===== config.mk =====
export PLATFORM = sky130hd
export DESIGN_NAME = icache
export DESIGN_NICKNAME = d
export VERILOG_FILES = /design/src/rtl/cpu_types_pkg.sv /design/src/rtl/icache.sv
export SDC_FILE = /design/constraint.sdc
export NUM_CORES = 1
export LEC_CHECK = 0
export ABC_AREA = 1
export CAP_MARGIN = 20
export CELL_PAD_IN_SITES_DETAIL_PLACEMENT = 1
export CELL_PAD_IN_SITES_GLOBAL_PLACEMENT = 1
export CORE_AREA = 2 2 390 392
export DETAILED_ROUTE_END_ITERATION = 8
export DIE_AREA = 0 0 392 394
export PLACE_DENSITY_LB_ADDON = 0.1
export SETUP_SLACK_MARGIN = 0.2
export SYNTH_ARGS = -nofsm -noshare
export SYNTH_HDL_FRONTEND = slang
export SYNTH_SLANG_ARGS = --single-unit

===== constraint.sdc =====
create_clock -name CLK -period 3.4 [get_ports CLK]
set_input_delay 0.85 -clock CLK [delete_from_list [all_inputs] [get_ports CLK]]
set_output_delay 0.85 -clock CLK [all_outputs]
set_load 0.02 [all_outputs]

===== src/rtl/cpu_types_pkg.sv =====
// Shared CPU types: instruction-cache address split, frame layout and FSM state.
package cpu_types_pkg;

    localparam int ICACHE_SETS  = 16;
    localparam int ICACHE_IDX_W = $clog2(ICACHE_SETS);
    localparam int ICACHE_TAG_W = 32 - ICACHE_IDX_W - 2;

    typedef struct packed {
        logic [ICACHE_TAG_W-1:0] tag;
        logic [ICACHE_IDX_W-1:0] idx;
        logic [1:0]              bytoff;
    } icachef_t;

    typedef struct packed {
        logic                    valid;
        logic [ICACHE_TAG_W-1:0] tag;
        logic [31:0]             data;
    } icache_frame_t;

    typedef enum logic {
        IDLE = 1'b0,
        MISS = 1'b1
    } icache_state_t;

endpackage


===== src/rtl/icache.sv =====
// Direct-mapped read-only instruction cache, one word per frame.
// Hits return combinationally; a miss issues one word read and fills on iwait=0.
module icache
    import cpu_types_pkg::*;
#(
    parameter int SETS = 16
) (
    input  logic        CLK,
    input  logic        nRST,
    input  logic        imemREN,
    input  logic [31:0] imemaddr,
    output logic        ihit,
    output logic [31:0] imemload,
    input  logic        flush,
    output logic        iREN,
    output logic [31:0] iaddr,
    input  logic        iwait,
    input  logic [31:0] iload
);

    localparam int IDX_W = $clog2(SETS);
    localparam int TAG_W = 32 - IDX_W - 2;

    icache_state_t state_q, state_d;
    logic [31:2]   miss_q, miss_d;

    logic [SETS-1:0]  valid_q;
    logic [TAG_W-1:0] tag_q  [SETS];
    logic [31:0]      data_q [SETS];

    logic [IDX_W-1:0] idx;
    logic [TAG_W-1:0] tag;
    logic [IDX_W-1:0] fidx;
    logic             hit;
    logic             fill;
    logic             unused_bytoff;

    assign idx  = imemaddr[IDX_W+1:2];
    assign tag  = imemaddr[31:IDX_W+2];
    assign fidx = miss_q[IDX_W+1:2];
    assign unused_bytoff = ^imemaddr[1:0];

    // A flush in flight suppresses both the hit and any fill landing on the same edge.
    assign hit  = imemREN & valid_q[idx] & (tag_q[idx] == tag) & ~flush;
    assign fill = (state_q == MISS) & ~iwait & ~flush;

    always_comb begin
        state_d  = state_q;
        miss_d   = miss_q;
        ihit     = 1'b0;
        imemload = '0;
        iREN     = 1'b0;
        iaddr    = '0;
        unique case (state_q)
            IDLE: begin
                ihit = hit;
                if (hit) begin
                    imemload = data_q[idx];
                end
                if (imemREN && !hit) begin
                    miss_d  = imemaddr[31:2];
                    state_d = MISS;
                end
            end
            MISS: begin
                iREN  = 1'b1;
                iaddr = {miss_q, 2'b00};
                if (!iwait || flush) begin
                    state_d = IDLE;
                end
            end
            default: state_d = IDLE;
        endcase
    end

    always_ff @(posedge CLK or negedge nRST) begin
        if (!nRST) begin
            state_q <= IDLE;
            miss_q  <= '0;
        end else begin
            state_q <= state_d;
            miss_q  <= miss_d;
        end
    end

    always_ff @(posedge CLK or negedge nRST) begin
        if (!nRST) begin
            valid_q <= '0;
            for (int i = 0; i < SETS; i++) begin
                tag_q[i]  <= '0;
                data_q[i] <= '0;
            end
        end else if (flush) begin
            valid_q <= '0;
        end else if (fill) begin
            valid_q[fidx] <= 1'b1;
            tag_q[fidx]   <= miss_q[31:IDX_W+2];
            data_q[fidx]  <= iload;
        end
    end

endmodule


-- Word-level counts from Yosys, hierarchy flattened
Cells that the tools add are included.
- ROM bits: 0
- register bits after elaboration: 975
- RAM bits: 0
- latch bits: 0
- memories kept: 0
- word-level logic and storage cells: 88
- eq/ne operators: 1
- reductions and logical operators: 9
- bitwise operators: 11
- divide/modulo/power cells: 0
- multiplexer cells: 26
- $add $sub $neg: 0
- shift operators: 0
- multiply operators: 0
- $lt $le $gt $ge: 6
- operator list (operator ; count):
    $bwmux 512 ; 1
    $bwmux 416 ; 1
    $mux 32 ; 6
    $bmux 32 s4 ; 1
    $demux 32 s4 ; 1
    $bmux 26 s4 ; 1
    $demux 26 s4 ; 1
    $mux 26 ; 3
    $mux 16 ; 2
    $eq 26x26->1 ; 1
    $or 16x16->16 ; 1
    $ge 5x5->1 const B ; 2
    $lt 4x5->1 const B ; 2
    $not 4->5 ; 2
    $mux 1 ; 6
    $and 1x1->1 ; 5
    $lt 5x1->1 const B ; 1
    $bmux 1 s4 ; 1
    $demux 1 s4 ; 1
    $ge 4x1->1 const B ; 1
    $reduce_and 2->1 ; 2
    $logic_and 1x1->1 ; 3
    $not 1->1 ; 3
    $logic_not 1->1 ; 2
    other kinds (3) ; 3

-- Longest topological paths before layout
- depth in word-level cells: 11
- depth in mapped cells: 20
- gate-level depth less buffers: 17

-- Worst setup path after synthesis
OpenSTA, ideal clock, no wires.
- kind: input to output
- start point: input imemaddr[2]
- end point: output imemload[0]
- setup slack: -0.180 ns
- arrival: 2.730 ns
- cell stages on the path: 10
- cells stage by stage: buf_4 > inv_4 > buf_2 > buf_4 > clkbuf_1 > clkbuf_1 > a21oi_1 > a221oi_1 > o21ai_0 > a21oi_1
- cells in the longest elaborated chain, start to end: 9
- elaborated cells between the ends (all ways): 15
- those cells by class: eq/ne: 1; mux: 10; bitwise: 4
- RTL lines (item ; line ; text):
    start, declared ; icache.sv:11 ; input logic [31:0] imemaddr,
    $not 4->5 (not written as such) ; icache.sv:44, icache.sv:58 ;
    $bmux 26 s4 ; icache.sv:44 ; assign hit = imemREN & valid_q[idx] & (tag_q[idx] == tag) & ~flush;
    $mux 26 (not written as such) (2 in series) ; icache.sv:44 ;
    $eq 26x26->1 ; icache.sv:44 ;
    $and 1x1->1 (2 in series) ; icache.sv:44 ;
    $mux 32 * ; icache.sv:57 ; if (hit) begin
    $mux 32 * ; icache.sv:54 ; unique case (state_q)
    end, declared ; icache.sv:13 ; output logic [31:0] imemload,
Every way passes the cells marked *; elsewhere a longest branch is shown, timed or not. The select of a mux whose other input is x is not followed.

-- Worst setup path in the final report
- start point: input imemaddr[2]
- end point: output imemload[11]
The elaborated chain is that of the path after synthesis.

==> impl_metrics.json <==
{
  "synthesis.area_sq_um": 44700,
  "via_count": 39336,
  "critical_path.reg2reg.startpoint": "tag_q[346]",
  "drt_first_iter_violations": 2483,
  "clkSlewWorstSetupHoldPaths_ps": 60,
  "post_route_skew_ps": 51.1,
  "finalWirelength_um": 182000,
  "worst_slew_pin_slew_ps": 891,
  "final_critical_path_setup_slack_ps": -906,
  "power.leakage_nw": 26.0,
  "min-delay-path-class": "reg2reg",
  "floorplan.die_area_sq_um": 154000,
  "timing.max_cap.violations": 0,
  "port_buffers": 130,
  "run_status": "complete, but fails checks",
  "antenna_found_initial": 8,
  "final_core_utilization_pct": 37.5,
  "ant_nets": 0,
  "placed_cells_incl_taps": 7585,
  "postSynth.topFlopCell": "dfrtp_1",
  "insertion_delay_ps": 770,
  "worst-setup-path-type": "in2out",
  "root_buffer": "clkbuf_16",
  "synth.distinct_cells": 33,
  "worst_ir_drop_vdd_v": 0.000428,
  "synthesis.area_per_instance_sq_um": 8.03,
  "fraction_of_the_yosys_area_taken_by_sequential_cells_pct": 54.6,
  "placementRows": 143,
  "setup.worst_path.start": "imemaddr[2]",
  "core_area_sq_um": 151000,
  "globalRouteTotalUtil_pct": 23.5,
  "first_pass_iters": 5,
  "routabilityCongestion": 0.772,
  "setup_viol": 64,
  "post_synth_inst_count": 5572,
  "detailedPlacementHpwl_um": 107000,
  "syn2layout_area_growth_pct": 26.3,
  "wire_length_of_the_first_global_routing_pass_um": 273000,
  "period_share_pct": 127,
  "crit_path_launch_type": "input pin",
  "critPathCaptureType": "output pin",
  "total_cts_buffers": 119,
  "io-pin-count": 135,
  "drive_gt1_share_pct": 13.2,
  "synth.area.top_cells": "dfrtp_1 (55%), nand2_1 (16%), o21ai_0 (11%), nand3_1 (3.5%), clkbuf_1 (3.0%)",
  "detail_route.drc_violations": 0,
  "period_needed_ps": 4310,
  "post-synth-top-count-cell": "nand2_1",
  "multi_input_area_sq_um": 18100,
  "effective_utilization_at_floorplan_pct": 29.7,
  "total_number_of_yosys_warnings": 0,
  "num-fill-cells": 17671,
  "synth_enable_flop_cells": 0,
  "finish.net_count": 5808,
  "achievable-frequency_ghz": 0.232,
  "violations": "negative setup slack",
  "die_height_um": 394,
  "share_of_the_synthesized_area_in_the_top_cell_type_pct": 54.6,
  "grt.overflow.total": 0,
  "finalHoldViolations": 0,
  "cts-root-to-sink-buffers": 3,
  "unrepaired_setup_endpoints_after_global_routing": "yes",
  "synth_commonest_cells": "nand2_1 (1952), o21ai_0 (996), dfrtp_1 (975), clkbuf_1 (357), nand3_1 (316)",
  "setup_total_negative_slack_ps": -51120,
  "grt_pass1_vias": 40651,
  "layoutNonFillerInstCount": 7869,
  "pwr_density_cell_nw_per_um2": 611,
  "die_width_um": 392,
  "routed_wire_length_per_instance_um": 23.2,
  "drv_slew": 0,
  "grt_max_degree": 133,
  "post-synth-top-area-cell": "dfrtp_1",
  "clkSinkCount": 975,
  "tritoncts": "yes",
  "detail_route.vias_per_cell": 5.00,
  "synth-seq-cells": 975,
  "register_area_sq_um": 24400,
  "required_time_of_the_worst_setup_path_ps": 2550,
  "critPathMaxFanout": 7,
  "data_arrival_critical_path_ps": 3460,
  "max_slew_margin_pct": 40.1,
  "htreeDepth": 3,
  "min_from": "data_q[195]",
  "synthArstFlopShare_pct": 100
}
routing by layer:
metal  GRT usage, %  wire length, um
met1           32.3            85400
met3           3.11             6190
met2           38.5            85100
met4           6.96             5770
met5              0               40
per-stage QoR:
stage	hold slack (ps)	setup slack, ps	instance area [sq um]	power (mW)
final	482	-906	56500	34.5
after global routing	500	-972	56500	36.5
after CTS	485	-875	55900	34.9
after detailed placement	471	-1420	50700	21.3
after global placement	462	-1440	50700	21.1
after floorplan	448	-97.3	45100	18.8
layout make-up:
type / count / area share, %
repair inverters: 2 / 0.0820
diodes: 2 / 0.00886
clock inverters: 32 / 0.753
clock buffers: 187 / 6.42
multi-input cells: 3845 / 32.1
well taps: 2030 / 4.50
inverters: 284 / 1.96
flip-flops and latches: 975 / 43.2
repair buffers: 512 / 11.0
worst max-delay path, cell delays in order:
cell and delay [ps]:
buf_16 170, inv_16 70, buf_12 150, buf_12 130, buf_6 110, o21ai_1 130
nand3_1 90, nand3_1 100, nand3_1 70, nand2_1 140, nand2_2 110, nor2_1 170
nand3_2 130, nor2_4 120, nand2_4 100, buf_16 170, buf_12 150, a21oi_4 260
buf_6 180
state kept, by name, summed over array words and instances, names as in the netlist:
signal / count
state_q: 1
miss_q: 30
valid_q: 16
tag_q: 416
data_q: 512
what timing repair did:
item,CTS,global route
hold buffers,1,0
gates resized for setup,274,74
buffers inserted,36,8
gates cloned,13,5
setup endpoints to repair,56,67
pin swaps,46,33
hold endpoints to repair,23,0
power breakdown:
part	switching [mW]	internal [mW]
logic	3.56	2.36
registers	1.38	14.0
clock network	5.49	7.69
final timing paths:
check	endpoint	cells past startpoint	slack, ps
min in group asynchronous	tag_q[266]	2	620
max in group asynchronous	tag_q[14]	3	1710
setup / recovery	imemload[11]	19	-910
hold / removal	data_q[195]	2	480
hold reg to reg	data_q[195]	2	480
setup reg to reg	miss_q[27]	31	-650
layout by cell type (no fill, tap or decap), types with 3 or more instances in the layout:
master | netlist | routed
nand3_2 | 0 | 52
dfrtp_1 | 975 | 974
inv_6 | 0 | 3
a221oi_1 | 113 | 113
nor2_2 | 0 | 7
buf_8 | 0 | 6
clkbuf_16 | 0 | 124
buf_6 | 11 | 50
a21oi_1 | 238 | 234
buf_12 | 0 | 105
o21ai_1 | 29 | 24
buf_16 | 0 | 21
nand3_1 | 316 | 256
o21ai_2 | 0 | 5
clkinv_16 | 0 | 5
o31ai_1 | 11 | 10
nor2_4 | 0 | 15
clkdlybuf4s50_1 | 0 | 88
inv_16 | 0 | 4
nor2_1 | 118 | 96
nand2_4 | 0 | 11
clkbuf_8 | 0 | 39
nand3b_1 | 3 | 3
o21ai_0 | 996 | 996
nand4_1 | 10 | 10
clkbuf_1 | 357 | 29
o211ai_1 | 20 | 20
buf_4 | 15 | 230
bufinv_16 | 0 | 5
nand2_2 | 1 | 27
a32oi_1 | 4 | 4
nand3_4 | 0 | 8
clkinv_2 | 1 | 18
inv_1 | 280 | 278
a21oi_4 | 0 | 20
a31oi_1 | 7 | 7
nand2_1 | 1952 | 1914
cells by family after synthesis:
kind of cell	synth area share, %
AOI/OAI and AO/OA	17.4
buffers and inverters	6.81
DFF	54.6
other	0.00839
and+or+nand+nor	21.2
No activity file was read; power rests on OpenSTA's default activity.
